## src/rtl/seq_sreg_8b_deserializer_if.sv

```systemverilog
// ---------------------------------------------------------------------------
// seq_sreg_8b_deserializer_if
// Bundles the serial line, the bit strobe and the byte-wide val/rdy output
// of the 8-bit framed deserializer.
//   en        : bit strobe, line sampled only when high
//   sin       : serial line (idle 0)
//   out_rdy   : consumer ready
//   out       : received byte (buffer contents)
//   out_val   : buffer holds a valid byte
//   frame_err : one-cycle pulse, stop bit was 1
//   overrun   : one-cycle pulse, good frame dropped because buffer full
// master = line driver / consumer side, slave = deserializer side.
// ---------------------------------------------------------------------------
interface seq_sreg_8b_deserializer_if;
    logic       en;
    logic       sin;
    logic       out_rdy;
    logic [7:0] out;
    logic       out_val;
    logic       frame_err;
    logic       overrun;

    modport master (
        output en, sin, out_rdy,
        input  out, out_val, frame_err, overrun
    );

    modport slave (
        input  en, sin, out_rdy,
        output out, out_val, frame_err, overrun
    );
endinterface

```

## src/rtl/seq_sreg_8b_deserializer.sv

```systemverilog
// ---------------------------------------------------------------------------
// seq_sreg_8b_deserializer
// Framed serial-in / parallel-out receiver. Frame: start bit 1, data bits
// d7..d0 (MSB first), stop bit 0, one bit per enabled cycle. A good frame is
// written into a one-entry val/rdy output buffer; a bad stop bit pulses
// frame_err, a good frame arriving at a full, non-draining buffer pulses
// overrun and is dropped.
// Ports:
//   clk   : rising-edge clock
//   reset : asynchronous active-high reset
//   bus   : deserializer side of seq_sreg_8b_deserializer_if (see there)
// All outputs come straight from registers.
// ---------------------------------------------------------------------------
module seq_sreg_8b_deserializer (
    input  logic                          clk,
    input  logic                          reset,
    seq_sreg_8b_deserializer_if.slave     bus
);

    typedef enum logic [1:0] {
        IDLE = 2'd0,
        DATA = 2'd1,
        STOP = 2'd2
    } state_t;

    state_t      state_q, state_d;
    logic [2:0]  cnt_q, cnt_d;
    logic [7:0]  sr_q, sr_d;
    logic [7:0]  out_q, out_d;
    logic        val_q, val_d;
    logic        ferr_q, ferr_d;
    logic        ovr_q, ovr_d;
    logic        wr;

    always_comb begin
        state_d = state_q;
        cnt_d   = cnt_q;
        sr_d    = sr_q;
        out_d   = out_q;
        val_d   = val_q;
        ferr_d  = 1'b0;
        ovr_d   = 1'b0;
        wr      = 1'b0;

        if (bus.en) begin
            case (state_q)
                IDLE: begin
                    if (bus.sin) begin
                        state_d = DATA;
                        cnt_d   = 3'd0;
                    end
                end
                DATA: begin
                    sr_d  = {sr_q[6:0], bus.sin};
                    cnt_d = cnt_q + 3'd1;
                    if (cnt_q == 3'd7) begin
                        state_d = STOP;
                    end
                end
                STOP: begin
                    // A bad stop bit returns to IDLE as well; it is never
                    // taken as the start of the next frame.
                    state_d = IDLE;
                    if (bus.sin) begin
                        ferr_d = 1'b1;
                    end else begin
                        wr = 1'b1;
                    end
                end
                default: state_d = IDLE;
            endcase
        end

        // A write into a full buffer succeeds only if the old byte leaves
        // on the same edge; otherwise the new byte is the one dropped.
        if (wr) begin
            if (!val_q || bus.out_rdy) begin
                out_d = sr_q;
                val_d = 1'b1;
            end else begin
                ovr_d = 1'b1;
            end
        end else if (val_q && bus.out_rdy) begin
            val_d = 1'b0;
        end
    end

    always_ff @(posedge clk or posedge reset) begin
        if (reset) begin
            state_q <= IDLE;
            cnt_q   <= 3'd0;
            sr_q    <= 8'h00;
            out_q   <= 8'h00;
            val_q   <= 1'b0;
            ferr_q  <= 1'b0;
            ovr_q   <= 1'b0;
        end else begin
            state_q <= state_d;
            cnt_q   <= cnt_d;
            sr_q    <= sr_d;
            out_q   <= out_d;
            val_q   <= val_d;
            ferr_q  <= ferr_d;
            ovr_q   <= ovr_d;
        end
    end

    assign bus.out       = out_q;
    assign bus.out_val   = val_q;
    assign bus.frame_err = ferr_q;
    assign bus.overrun   = ovr_q;

endmodule

```

## src/flat_wrapper.sv

```systemverilog
// flat-port wrapper written by rule: the top's interface ports become plain ports
module seq_sreg_8b_deserializer_flat 
  (clk, reset, bus_en, bus_sin, bus_out_rdy, bus_out, bus_out_val, bus_frame_err, bus_overrun);
  seq_sreg_8b_deserializer_if bus_i ();
  input  logic clk;
  input  logic reset;
  input wire logic [$bits(bus_i.en)-1:0] bus_en;
  input wire logic [$bits(bus_i.sin)-1:0] bus_sin;
  input wire logic [$bits(bus_i.out_rdy)-1:0] bus_out_rdy;
  output wire logic [$bits(bus_i.out)-1:0] bus_out;
  output wire logic [$bits(bus_i.out_val)-1:0] bus_out_val;
  output wire logic [$bits(bus_i.frame_err)-1:0] bus_frame_err;
  output wire logic [$bits(bus_i.overrun)-1:0] bus_overrun;
  assign bus_i.en = bus_en;
  assign bus_i.sin = bus_sin;
  assign bus_i.out_rdy = bus_out_rdy;
  assign bus_out = bus_i.out;
  assign bus_out_val = bus_i.out_val;
  assign bus_frame_err = bus_i.frame_err;
  assign bus_overrun = bus_i.overrun;
  seq_sreg_8b_deserializer u_core (.clk(clk), .reset(reset), .bus(bus_i));
endmodule
```

## config.mk

```make
export PLATFORM = sky130hd
export DESIGN_NAME = seq_sreg_8b_deserializer_flat
export DESIGN_NICKNAME = d
export VERILOG_FILES = /design/src/rtl/seq_sreg_8b_deserializer_if.sv /design/src/rtl/seq_sreg_8b_deserializer.sv /design/src/flat_wrapper.sv
export SDC_FILE = /design/constraint.sdc
export NUM_CORES = 1
export LEC_CHECK = 0
export BUFFER_PORTS_ARGS = -buffer_cell sky130_fd_sc_hd__buf_2
export CAP_MARGIN = 25
export CORE_UTILIZATION = 35
export CTS_BUF_LIST = sky130_fd_sc_hd__clkbuf_8
export DETAILED_ROUTE_END_ITERATION = 16
export PLACE_DENSITY = 0.64
export SYNTH_ARGS = -nofsm -noshare
export SYNTH_HDL_FRONTEND = slang
export SYNTH_SLANG_ARGS = --single-unit
```

## constraint.sdc

```tcl
create_clock -name clk -period 1.7 [get_ports clk]
set_clock_uncertainty 0.05 [all_clocks]
set_input_delay 0.085 -clock clk [delete_from_list [all_inputs] [get_ports clk]]
set_output_delay 0.085 -clock clk [all_outputs]
set_load 0.1 [all_outputs]
```

**Word level (Yosys, flattened, before mapping)**

Cells that the tools add are included.

- Flip-flop bits (word level): 24
- Word-level logic and storage cells: 41

- $add $sub $neg: 1
- Equal/unequal tests: 6
- Muxes and demuxes: 16
- Reductions and logical operators: 11

Operators by type and width:

| kind | number |
|---|---|
| two-way mux 1 bit | 11 |
| case mux 3 bit (2 select lines) | 1 |
| AND reduction 2 bit | 3 |
| AND reduction 3 bit | 2 |
| two-way mux 2 bit | 2 |
| inequality test 2 bit, second input constant | 2 |
| case mux 2 bit (2 select lines) | 1 |
| nonzero test 2 bit | 2 |
| adder 3 x 1 -> 3 bit, second input constant | 1 |
| equality test 3 bit, second input constant | 1 |
| two-way mux 3 bit | 1 |
| equality test 2 x 1 -> 1 bit, second input constant | 1 |
| equality test 2 bit, second input constant | 1 |
| logical NOT 2 bit | 1 |
| inequality test 2 x 1 -> 1 bit, second input constant | 1 |
| logical AND 1 bit | 1 |
| logical NOT 1 bit | 1 |
| logical OR 1 bit | 1 |

**Depth between registers and ports, before layout**

Gate-level depths: netlist of run 1.

- Word-level depth: 5
- Mapped depth: 4
- Gate-level depth less buffers: 4

**Least setup slack after synthesis of run 1**

OpenSTA, ideal clock, no wires.

- Path type: register to register
- Start: register u_core.val_q (netlist: u_core.bus.out_val)
- End: register u_core.out_q[0] (netlist: u_core.bus.out[0])
- Library setup time: 0.126 ns
- Arrival time: 1.692 ns
- Data required time: 1.524 ns
- Path slack: -0.168 ns
- Cell stages (with the launch flop): 4
- Path buffers: 0
- Path through: dfrtp_1 nand2b_1 nand4b_4 mux2_2

- Word-level cells in the longest chain between the ends: 3

RTL lines:

| element | RTL line | source |
|---|---|---|
| start: declaration | seq_sreg_8b_deserializer.sv:30 | `logic val_q, val_d;` |
| start signal: assignment | seq_sreg_8b_deserializer.sv:102 | `val_q <= val_d;` |
| logical NOT 1 bit | seq_sreg_8b_deserializer.sv:77 | `if (!val_q \|\| bus.out_rdy) begin` |
| logical OR 1 bit | seq_sreg_8b_deserializer.sv:77 |  |
| AND reduction 2 bit (no source line) | n/a |  |
| end signal: assignment | seq_sreg_8b_deserializer.sv:101 | `out_q <= out_d;` |
| end: declaration | seq_sreg_8b_deserializer.sv:29 | `logic [7:0] out_q, out_d;` |

No other way between the ends.
A chain may end at the register's enable or synchronous reset.

**Worst setup path in the final report of run 1**

- Start: input port bus_en
- End: register u_core.out_q[7] (netlist: u_core.bus.out[7])

- Word-level cells in the longest chain between the ends: 2

RTL lines:

| element | RTL line | source |
|---|---|---|
| start: declaration | flat_wrapper.sv:7 | `input wire logic [$bits(bus_i.en)-1:0] bus_en;` |
| two-way mux 1 bit | seq_sreg_8b_deserializer.sv:45 | `if (bus.en) begin` |
| AND reduction 2 bit (no source line) | n/a |  |

No other way between the ends.

==> results of run 1 <==
==> state kept, by name, summed over array words and instances (netlist names) <==
register and count:
u_core.state_q 2, u_core.cnt_q 3, u_core.bus.overrun 1, u_core.bus.out 8, u_core.sr_q 8, u_core.bus.out_val 1, u_core.bus.frame_err 1
==> through the flow <==
stage	instances	power (mW)	utilization [%]	setup slack (ns)
2_1_floorplan	62	1.52	-	0.146
3_3_place_gp	108	1.64	42.8	0.351
3_5_place_dp	108	1.66	42.8	0.339
4_1_cts	114	2.16	46.4	0.323
5_1_grt	114	2.26	46.4	0.247
6_report	114	2.13	46.4	0.305
==> logic make-up (layout without fill, tap and decap cells) <==
family,after synthesis,after routing,share of synthesized area [%]
flops,24,24,62.1
mux,18,18,20.8
simple gates,11,11,9.83
compound gates,5,5,3.88
fa+ha+maj,2,2,2.59
buf+inv,2,24,0.776
==> repair_timing <==
item	4_1_cts	5_1_grt
gates resized for setup	0	0
endpoints found under the hold margin	7	0
hold buffers	2	0
==> synthesized netlist by cell type, drive strengths merged <==
master / number / area, um2
inv: 2 / 7.51
nor2: 1 / 3.75
a2bb2oi: 1 / 8.76
mux2: 17 / 191
nand4b: 1 / 23.8
nand2b: 1 / 6.26
dfrtp: 24 / 601
o22ai: 1 / 6.26
a22o: 2 / 17.5
o21ai: 1 / 5.00
and3: 1 / 7.51
nand2: 2 / 10.0
mux2i: 1 / 10.0
nor2b: 2 / 22.5
nand3: 1 / 5.00
nand3b: 1 / 7.51
ha: 2 / 25.0
and2: 1 / 8.76
==> power by group through the flow <==
stage	logic [mW]	registers [mW]	clock network [mW]
final	0.745	0.897	0.488
after floorplan	0.341	1.18	0
after CTS	0.751	0.899	0.509
after global placement	0.733	0.905	0
after detailed placement	0.746	0.911	0
after global routing	0.794	0.934	0.528
==> per-layer routing <==
metal / vias to the layer above / part of all wire (%)
li1: 265 / -
met1: 288 / 48
met2: 9 / 47
met3: 2 / 3.9
met4: 0 / 0.70
met5: - / 0
==> path summary, 6_finish.rpt <==
kind                                               start  cells after the start  slack (ns)                            end
max in group asynchronous                          reset                      4        0.85  u_core.bus.out[4]$_DFFE_PP0P_
min reg2reg                u_core.bus.out[4]$_DFFE_PP0P_                      1        0.46  u_core.bus.out[4]$_DFFE_PP0P_
min                                              bus_sin                      2        0.08     u_core.sr_q[0]$_DFFE_PP0P_
max reg2reg                u_core.state_q[0]$_DFFE_PP0P_                      3        0.33  u_core.bus.out[7]$_DFFE_PP0P_
max                                               bus_en                      5        0.31  u_core.bus.out[7]$_DFFE_PP0P_
min in group asynchronous                          reset                      3        0.23  u_core.state_q[0]$_DFFE_PP0P_
==> cell type report <==
cell class	instances	area (um2)	area share (%)
clock inverters	1	30.0	2.55
multi-input cells	36	359	30.4
well taps	30	37.5	3.18
inverters	2	7.51	0.636
clock buffers	3	41.3	3.50
flip-flops and latches	24	602	51.0
repair buffers	18	103	8.70
==> flow_summary.json, run 1 <==
{
  "status": "finished, final reports clean",
  "leakage_nw": 0.603,
  "combPwrFrac_pct": 35.0,
  "viasPerCell": 4.95,
  "power.internal_mw": 1.35,
  "switchingPower_mw": 0.775,
  "path_delay_family": "buffers and inverters",
  "dp_hpwl_um": 995,
  "synth_nets": 69,
  "drt_iter0_drc": 10,
  "dieHeight_um": 54.6,
  "layout_common_cells": "dfrtp_1 (23), mux2_2 (17), buf_2 (15)",
  "worst_setup_path_end_kind": "flip-flop",
  "path_class": "in -> reg",
  "drive_above_1_share_pct": 52.4,
  "cts_setup_buffers": 0,
  "fmax_mhz": 717,
  "num_vias": 564,
  "critPathMaxStageDelay_ns": 0.53,
  "critical_path.slowest_cell": "dlygate4sd3_1",
  "worstPathCellList": "dlygate4sd3_1, buf_2, nor2b_4, nand4b_4, mux2_2",
  "min_period_ns": 1.39,
  "finalHoldViolations": 0,
  "ys_ff_latch": 24,
  "grt_use_met1_pct": 15.3,
  "syn_area_um2": 967,
  "top_usage_layer": "met2",
  "syn_area_per_cell_um2": 15.6,
  "yosysWarnings": 0,
  "clkPwrFrac_pct": 22.9,
  "grt_max_degree": 19,
  "worstPathRequired_ns": 1.80,
  "clock_latency_ns": 0.26,
  "slew_headroom_pct": 67.8,
  "rsz0062_at_grt": "no",
  "htree_num_levels": 1,
  "worst_pin_slew_ns": 0.486,
  "use_met3_pct": 2.50,
  "sw_frac_of_total_pct": 36.4,
  "hp-class": "in -> reg",
  "path_clk_slew_ns": 0.08,
  "cts_tree": "built",
  "grt_usage_pct": 12.0,
  "global_route.overflow_total": 0,
  "powerDensity_nw_per_um2": 1810,
  "finalCritPeriodShare_pct": 82.0,
  "layout.nets": 92,
  "p_seq_share_pct": 42.1,
  "ir_drop_mv": 0.794,
  "drcViolationCount": 0,
  "cts.sinks": 24,
  "wl_per_cell_um": 12.5,
  "antenna_left": 0,
  "start_util_pct": 38.0,
  "dieWidth_um": 54.6,
  "clk_path_buf_depth": 2,
  "first_pass_iters": 3,
  "final_cell_area_um2": 1180,
  "ctsRootBufferMaster": "clkbuf_8",
  "drt-total-wl_um": 1420,
  "ys_seq_area_share_pct": 62.1,
  "fp-row-count": 18,
  "core_um2": 2540,
  "critical_path_arrival_ns": 1.50,
  "placed_area_um2": 1090,
  "grt_pass1_wl_um": 2400,
  "maxCapViolCount": 0,
  "antenna_cells": 0,
  "grtUsageMet2_pct": 18.3,
  "antenna_found_initial": 0,
  "critPathLaunchType": "input pin",
  "setup_tns_ns": 0,
  "synthCells": 62,
  "slew_violations": 0,
  "setup_viol": 0,
  "die-area_um2": 2980,
  "syn_to_final_growth_pct": 22.0,
  "holdWs_ns": 0.0838,
  "synth_cell_types": 20,
  "grt_pass1_vias": 559,
  "ios": 16,
  "port_buffers": 15,
  "nFillCells": 253,
  "cts_inserted_buffers": 3,
  "critPathBufInv": 2,
  "critPathMaxFanout": 8,
  "gp_congestion": 0.830,
  "final_common_cell": "dfrtp_1"
}
(Power assumes the default switching activity.)
==> run 2: changes to the inputs <==
- clock period: 1.7 -> 1.3 ns (I/O delays scaled with it)
==> flow_summary.json, run 2 (synthesized netlist as in run 1, its figures left out) <==
{
  "status": "finished, final reports clean",
  "path_class": "reg -> reg",
  "combPwrFrac_pct": 39.3,
  "r2r-start": "u_core.state_q[1]$_DFFE_PP0P_",
  "critPathMaxFanout": 4,
  "wl_per_cell_um": 12.3,
  "dp_hpwl_um": 1030,
  "first_pass_iters": 4,
  "leakage_nw": 0.621,
  "gp_congestion": 0.777,
  "hp-class": "in -> reg",
  "clk_path_buf_depth": 2,
  "total_power_mw": 2.71,
  "nFillCells": 236,
  "global_route.overflow_total": 0,
  "viasPerCell": 4.86,
  "die-area_um2": 2980,
  "drive_above_1_share_pct": 55.7,
  "min_period_ns": 1.25,
  "worst_setup_path_end_kind": "flip-flop",
  "startpoint": "u_core.state_q[1]$_DFFE_PP0P_",
  "drt-total-wl_um": 1450,
  "start_util_pct": 38.0,
  "critPathLaunchType": "flip-flop",
  "path_clk_slew_ns": 0.08,
  "layout.nets": 96,
  "dp.cells": 111,
  "grt_pass1_wl_um": 2560,
  "cts.sinks": 24,
  "port_buffers": 15,
  "layout_common_cells": "dfrtp_1 (23), mux2_2 (17), buf_2 (15)",
  "grt_usage_pct": 12.3,
  "antenna_cells": 0,
  "clock_latency_ns": 0.26,
  "finalCritPeriodShare_pct": 96.3,
  "hold_start": "bus_en",
  "final_cell_area_um2": 1200,
  "grt_pass1_vias": 600,
  "endpoint": "u_core.sr_q[0]$_DFFE_PP0P_",
  "fin_util_pct": 47.3,
  "power.internal_mw": 1.69,
  "drt_iter0_drc": 5,
  "maxCapViolCount": 0,
  "num_vias": 573,
  "final_common_cell": "dfrtp_1",
  "syn_to_final_growth_pct": 24.4,
  "antenna_left": 0,
  "setup_viol": 0,
  "drcViolationCount": 0,
  "placed_area_um2": 1120,
  "rsz0062_at_grt": "yes",
  "cts_inserted_buffers": 3,
  "htree_num_levels": 1,
  "fmax_mhz": 799,
  "rr_worst_depth": 3,
  "ctsRootBufferMaster": "clkbuf_8",
  "clkPwrFrac_pct": 18.3,
  "slew_headroom_pct": 67.8,
  "critical_path_arrival_ns": 1.36,
  "worst_pin_slew_ns": 0.486,
  "dieWidth_um": 54.6,
  "finalHoldViolations": 0,
  "setup_tns_ns": 0,
  "setup_ws_ns": 0.0486,
  "p_seq_share_pct": 42.4,
  "r2r_setup_slack_ns": 0.05,
  "sw_frac_of_total_pct": 37.8,
  "instances_no_fill": 118,
  "core_um2": 2540,
  "powerDensity_nw_per_um2": 2250,
  "worstPathRequired_ns": 1.40,
  "cts_tree": "built",
  "post-place-ws_ns": 0.0214,
  "reg2reg_to": "u_core.sr_q[0]$_DFFE_PP0P_",
  "grt_max_degree": 25,
  "holdWs_ns": 0.0279,
  "antenna_found_initial": 0,
  "ios": 16,
  "ir_drop_mv": 0.848,
  "fp-row-count": 18,
  "slew_violations": 0,
  "switchingPower_mw": 1.03,
  "dieHeight_um": 54.6
}
run 2: changes by cell type in the layout (fill, tap and decap cells not counted):
cell / before / now
buf_4: 1 / 5
bufinv_16: 1 / 0
clkbuf_8: 3 / 4
dfrtp_2: 1 / 0
dfrtp_4: 0 / 1
nand2b_1: 1 / 0
nand2b_4: 0 / 1
o21ai_0: 1 / 0
o21ai_1: 0 / 1
run 2: how the worst min path moves through the flow:
stage,end,slack (ns),cells past startpoint
floorplan,u_core.bus.frame_err$_DFF_PP0_,0.03,1
CTS,u_core.state_q[1]$_DFFE_PP0P_,0.02,3
global placement,u_core.cnt_q[2]$_DFFE_PP0P_,0.07,3
finish,u_core.state_q[1]$_DFFE_PP0P_,0.03,3
detailed placement,u_core.cnt_q[2]$_DFFE_PP0P_,0.08,3
global route,u_core.state_q[1]$_DFFE_PP0P_,0.04,3
run 2: what timing repair did:
action,CTS,global route
hold buffers,2,0
endpoints found under the setup margin,0,11
hold endpoints to repair,26,0
resized for setup,0,1
setup buffers,0,1
run 2: power by group through the flow:
stage / clock (mW) / combinational [mW] / sequential [mW]
2_1_floorplan: 0 / 0.448 / 1.55
3_3_place_gp: 0 / 1.03 / 1.16
3_5_place_dp: 0 / 1.05 / 1.18
4_1_cts: 0.516 / 1.06 / 1.16
5_1_grt: 0.540 / 1.16 / 1.19
6_report: 0.497 / 1.07 / 1.15
run 2: worst max-delay path: stages (launching register included):
cell	delay, ns
dfrtp_1	0.39
nor2b_2	0.19
and2_4	0.19
mux2_2	0.32
run 2: area by class of cell:
| cell class | count | area, um2 | share of cell area (%) |
|---|---|---|---|
| clock buffer | 4 | 55.1 | 4.57 |
| multi-input combinational | 36 | 367 | 30.5 |
| tap | 30 | 37.5 | 3.12 |
| inverter | 2 | 7.51 | 0.624 |
| timing repair buffer | 22 | 133 | 11.0 |
| sequential | 24 | 604 | 50.2 |
run 2: metal layers:
| metal | part of all wire, % | GRT usage, % | vias up | routed length, um |
|---|---|---|---|---|
| met1 | 48 | 15.3 | 288 | 701 |
| met3 | 4.1 | 2.50 | 2 | 60 |
| met2 | 47 | 20.1 | 9 | 680 |
| li1 | - | - | 274 | - |
| met4 | 0.69 | 6.41 | 0 | 10 |
| met5 | 0 | 0 | - | 0 |
==> run 3: changes to the inputs <==
- ABC_AREA: not set -> 1
- PLACE_DENSITY: 0.64 -> 0.63
==> flow_summary.json, run 3 <==
{
  "status": "complete, but fails checks",
  "violations": "design-rule violations",
  "synth_top_family_by_area": "simple AND/OR/NAND/NOR gates",
  "num_vias": 733,
  "drcViolationCount": 2,
  "path_class": "reg -> reg",
  "htree_num_levels": 1,
  "grt_max_degree": 25,
  "antenna_found_initial": 0,
  "yosysWarnings": 0,
  "synth_nets": 112,
  "cts_inserted_buffers": 3,
  "syn_area_per_cell_um2": 10.3,
  "min_period_ns": 1.23,
  "critPathMaxFanout": 17,
  "leakage_nw": 0.667,
  "fp-row-count": 19,
  "netlist.area_leader.share_pct": 55.7,
  "synthTopCellsByArea": "dfrtp_1 (56%), o21ai_2 (14%), nand2_1 (9.7%), inv_1 (4.5%), ha_1 (2.3%)",
  "synthAdderAreaFrac_pct": 2.32,
  "critPathBufInv": 1,
  "clk_path_buf_depth": 2,
  "synth_ff_type": "dfrtp_1",
  "dieHeight_um": 57.5,
  "synthCells": 105,
  "path_clk_slew_ns": 0.08,
  "fin_util_pct": 45.0,
  "synth_compound_area_share_pct": 13.8,
  "nFillCells": 279,
  "port_buffers": 15,
  "drive_above_1_share_pct": 39.7,
  "worstPathRequired_ns": 1.39,
  "total_power_mw": 2.08,
  "setup_viol": 0,
  "synth-xor-area-share_pct": 0,
  "global_route.overflow_total": 0,
  "powerDensity_nw_per_um2": 1630,
  "dp_hpwl_um": 1140,
  "wl_per_cell_um": 11.1,
  "register_area_um2": 604,
  "critPathMaxStageDelay_ns": 0.48,
  "setup_ws_ns": 0.0683,
  "cts_tree": "built",
  "ios": 16,
  "viasPerCell": 4.67,
  "maxCapViolCount": 0,
  "synth_cell_types": 18,
  "grt_pass1_wl_um": 2890,
  "ys_ff_latch": 24,
  "clock_latency_ns": 0.26,
  "finalCritPeriodShare_pct": 94.7,
  "layout.nets": 134,
  "ctsRootBufferMaster": "clkbuf_8",
  "yosysMostFrequentCell": "nand2_1",
  "grt_usage_pct": 11.5,
  "synth-edff-count": 0,
  "final_common_cell": "nand2_1",
  "finalHoldViolations": 0,
  "fmax_mhz": 812,
  "syn_area_um2": 1080,
  "yosys.area_share.simple_pct": 20.2,
  "gp_congestion": 0.756,
  "slew_violations": 0,
  "worst_setup_path_end_kind": "flip-flop",
  "multi_input_area_um2": 422,
  "critPathLaunchType": "flip-flop",
  "drt_iter0_drc": 23,
  "dieWidth_um": 57.5,
  "start_util_pct": 38.1,
  "worst_pin_slew_ns": 0.489,
  "synth_mux_area_share_pct": 0,
  "antenna_left": 0,
  "worstPathCellList": "inv_2, nor2_4, nand2_4, nand2_1, o21ai_2",
  "post-place-ws_ns": 0.0775,
  "cts.sinks": 24,
  "holdWs_ns": 0.0455,
  "synth_commonest_cells": "nand2_1 (28), dfrtp_1 (24), o21ai_2 (17)",
  "grt_pass1_vias": 663,
  "antenna_cells": 0,
  "synth_area_leader_cell": "dfrtp_1",
  "drt-total-wl_um": 1750,
  "core_um2": 2830,
  "path_delay_family": "flip-flops",
  "critical_path_arrival_ns": 1.33,
  "async_reset_ff_share_pct": 100,
  "hp-class": "in -> reg",
  "ys_seq_area_share_pct": 55.7,
  "die-area_um2": 3310,
  "slew_headroom_pct": 67.7,
  "critical_path.slowest_cell": "dfrtp_1",
  "ir_drop_mv": 0.518,
  "syn_to_final_growth_pct": 18.1,
  "first_pass_iters": 10,
  "layout_common_cells": "nand2_1 (27), dfrtp_1 (23), o21ai_2 (17)"
}
## run 3: routing by layer
layer | vias up | global-route usage (%) | share of wire [%]
li1 | 375 | - | -
met1 | 340 | 15.1 | 45
met2 | 16 | 17.4 | 49
met4 | 0 | 6.27 | 1.5
met3 | 2 | 2.49 | 3.9
met5 | - | 0 | 0
## run 3: cell type report
| type | instances | share of cell area, % |
|---|---|---|
| Sequential cell | 24 | 47.4 |
| Timing Repair Buffer | 19 | 8.45 |
| Inverter | 15 | 4.42 |
| Multi-Input combinational cell | 64 | 33.1 |
| Clock buffer | 3 | 3.24 |
| Clock inverter | 1 | 0.295 |
| Tap cell | 31 | 3.05 |
## run 3: final timing paths
path,startpoint,endpoint,slack [ns],depth (start not counted)
hold / removal,bus_sin,u_core.state_q[0]$_DFFE_PP0P_,0.05,3
min in group asynchronous,reset,u_core.state_q[1]$_DFFE_PP0P_,0.33,4
setup / recovery,u_core.state_q[0]$_DFFE_PP0P_,u_core.sr_q[5]$_DFFE_PP0P_,0.07,5
hold reg to reg,u_core.bus.out[5]$_DFFE_PP0P_,u_core.bus.out[5]$_DFFE_PP0P_,0.43,2
setup reg to reg,u_core.state_q[0]$_DFFE_PP0P_,u_core.sr_q[5]$_DFFE_PP0P_,0.07,5
max in group asynchronous,reset,u_core.bus.out_val$_DFFE_PP0P_,0.61,4
## run 3: kinds of logic after synthesis
| group | after synthesis |
|---|---|
| flops | 24 |
| simple gates | 44 |
| compound gates | 17 |
| fa+ha+maj | 2 |
| buf+inv | 18 |
## run 3: what timing repair did
action                                 in CTS  in global routing
buffers inserted                            0                  1
endpoints found under the hold margin      24                  0
setup endpoints to repair                   0                  8
hold buffers                                1                  0
gates resized for setup                     0                  2
## run 3: worst register-to-register path, delay by kind of cell, from the launching register on
kind / cells / cell delay (ns)
buffers and inverters: 1 / 0.08
AO/OA/AOI/OAI: 1 / 0.06
AND/OR/NAND/NOR: 3 / 0.44
flip-flops: 1 / 0.48
## run 3: per-stage QoR
stage                     cell area [um2]  setup TNS [ns]  instances
after floorplan                      1090               0        105
after detailed placement             1190               0        150
after global placement               1190               0        150
after CTS                            1240               0        155
final                                1270               0        157
after global routing                 1270         -0.0239        157
## run 3: report_power, final
group          total (mW)  switching [mW]  internal (mW)
Clock               0.427           0.217          0.210
Sequential           1.02           0.108          0.908
Combinational       0.637           0.415          0.222
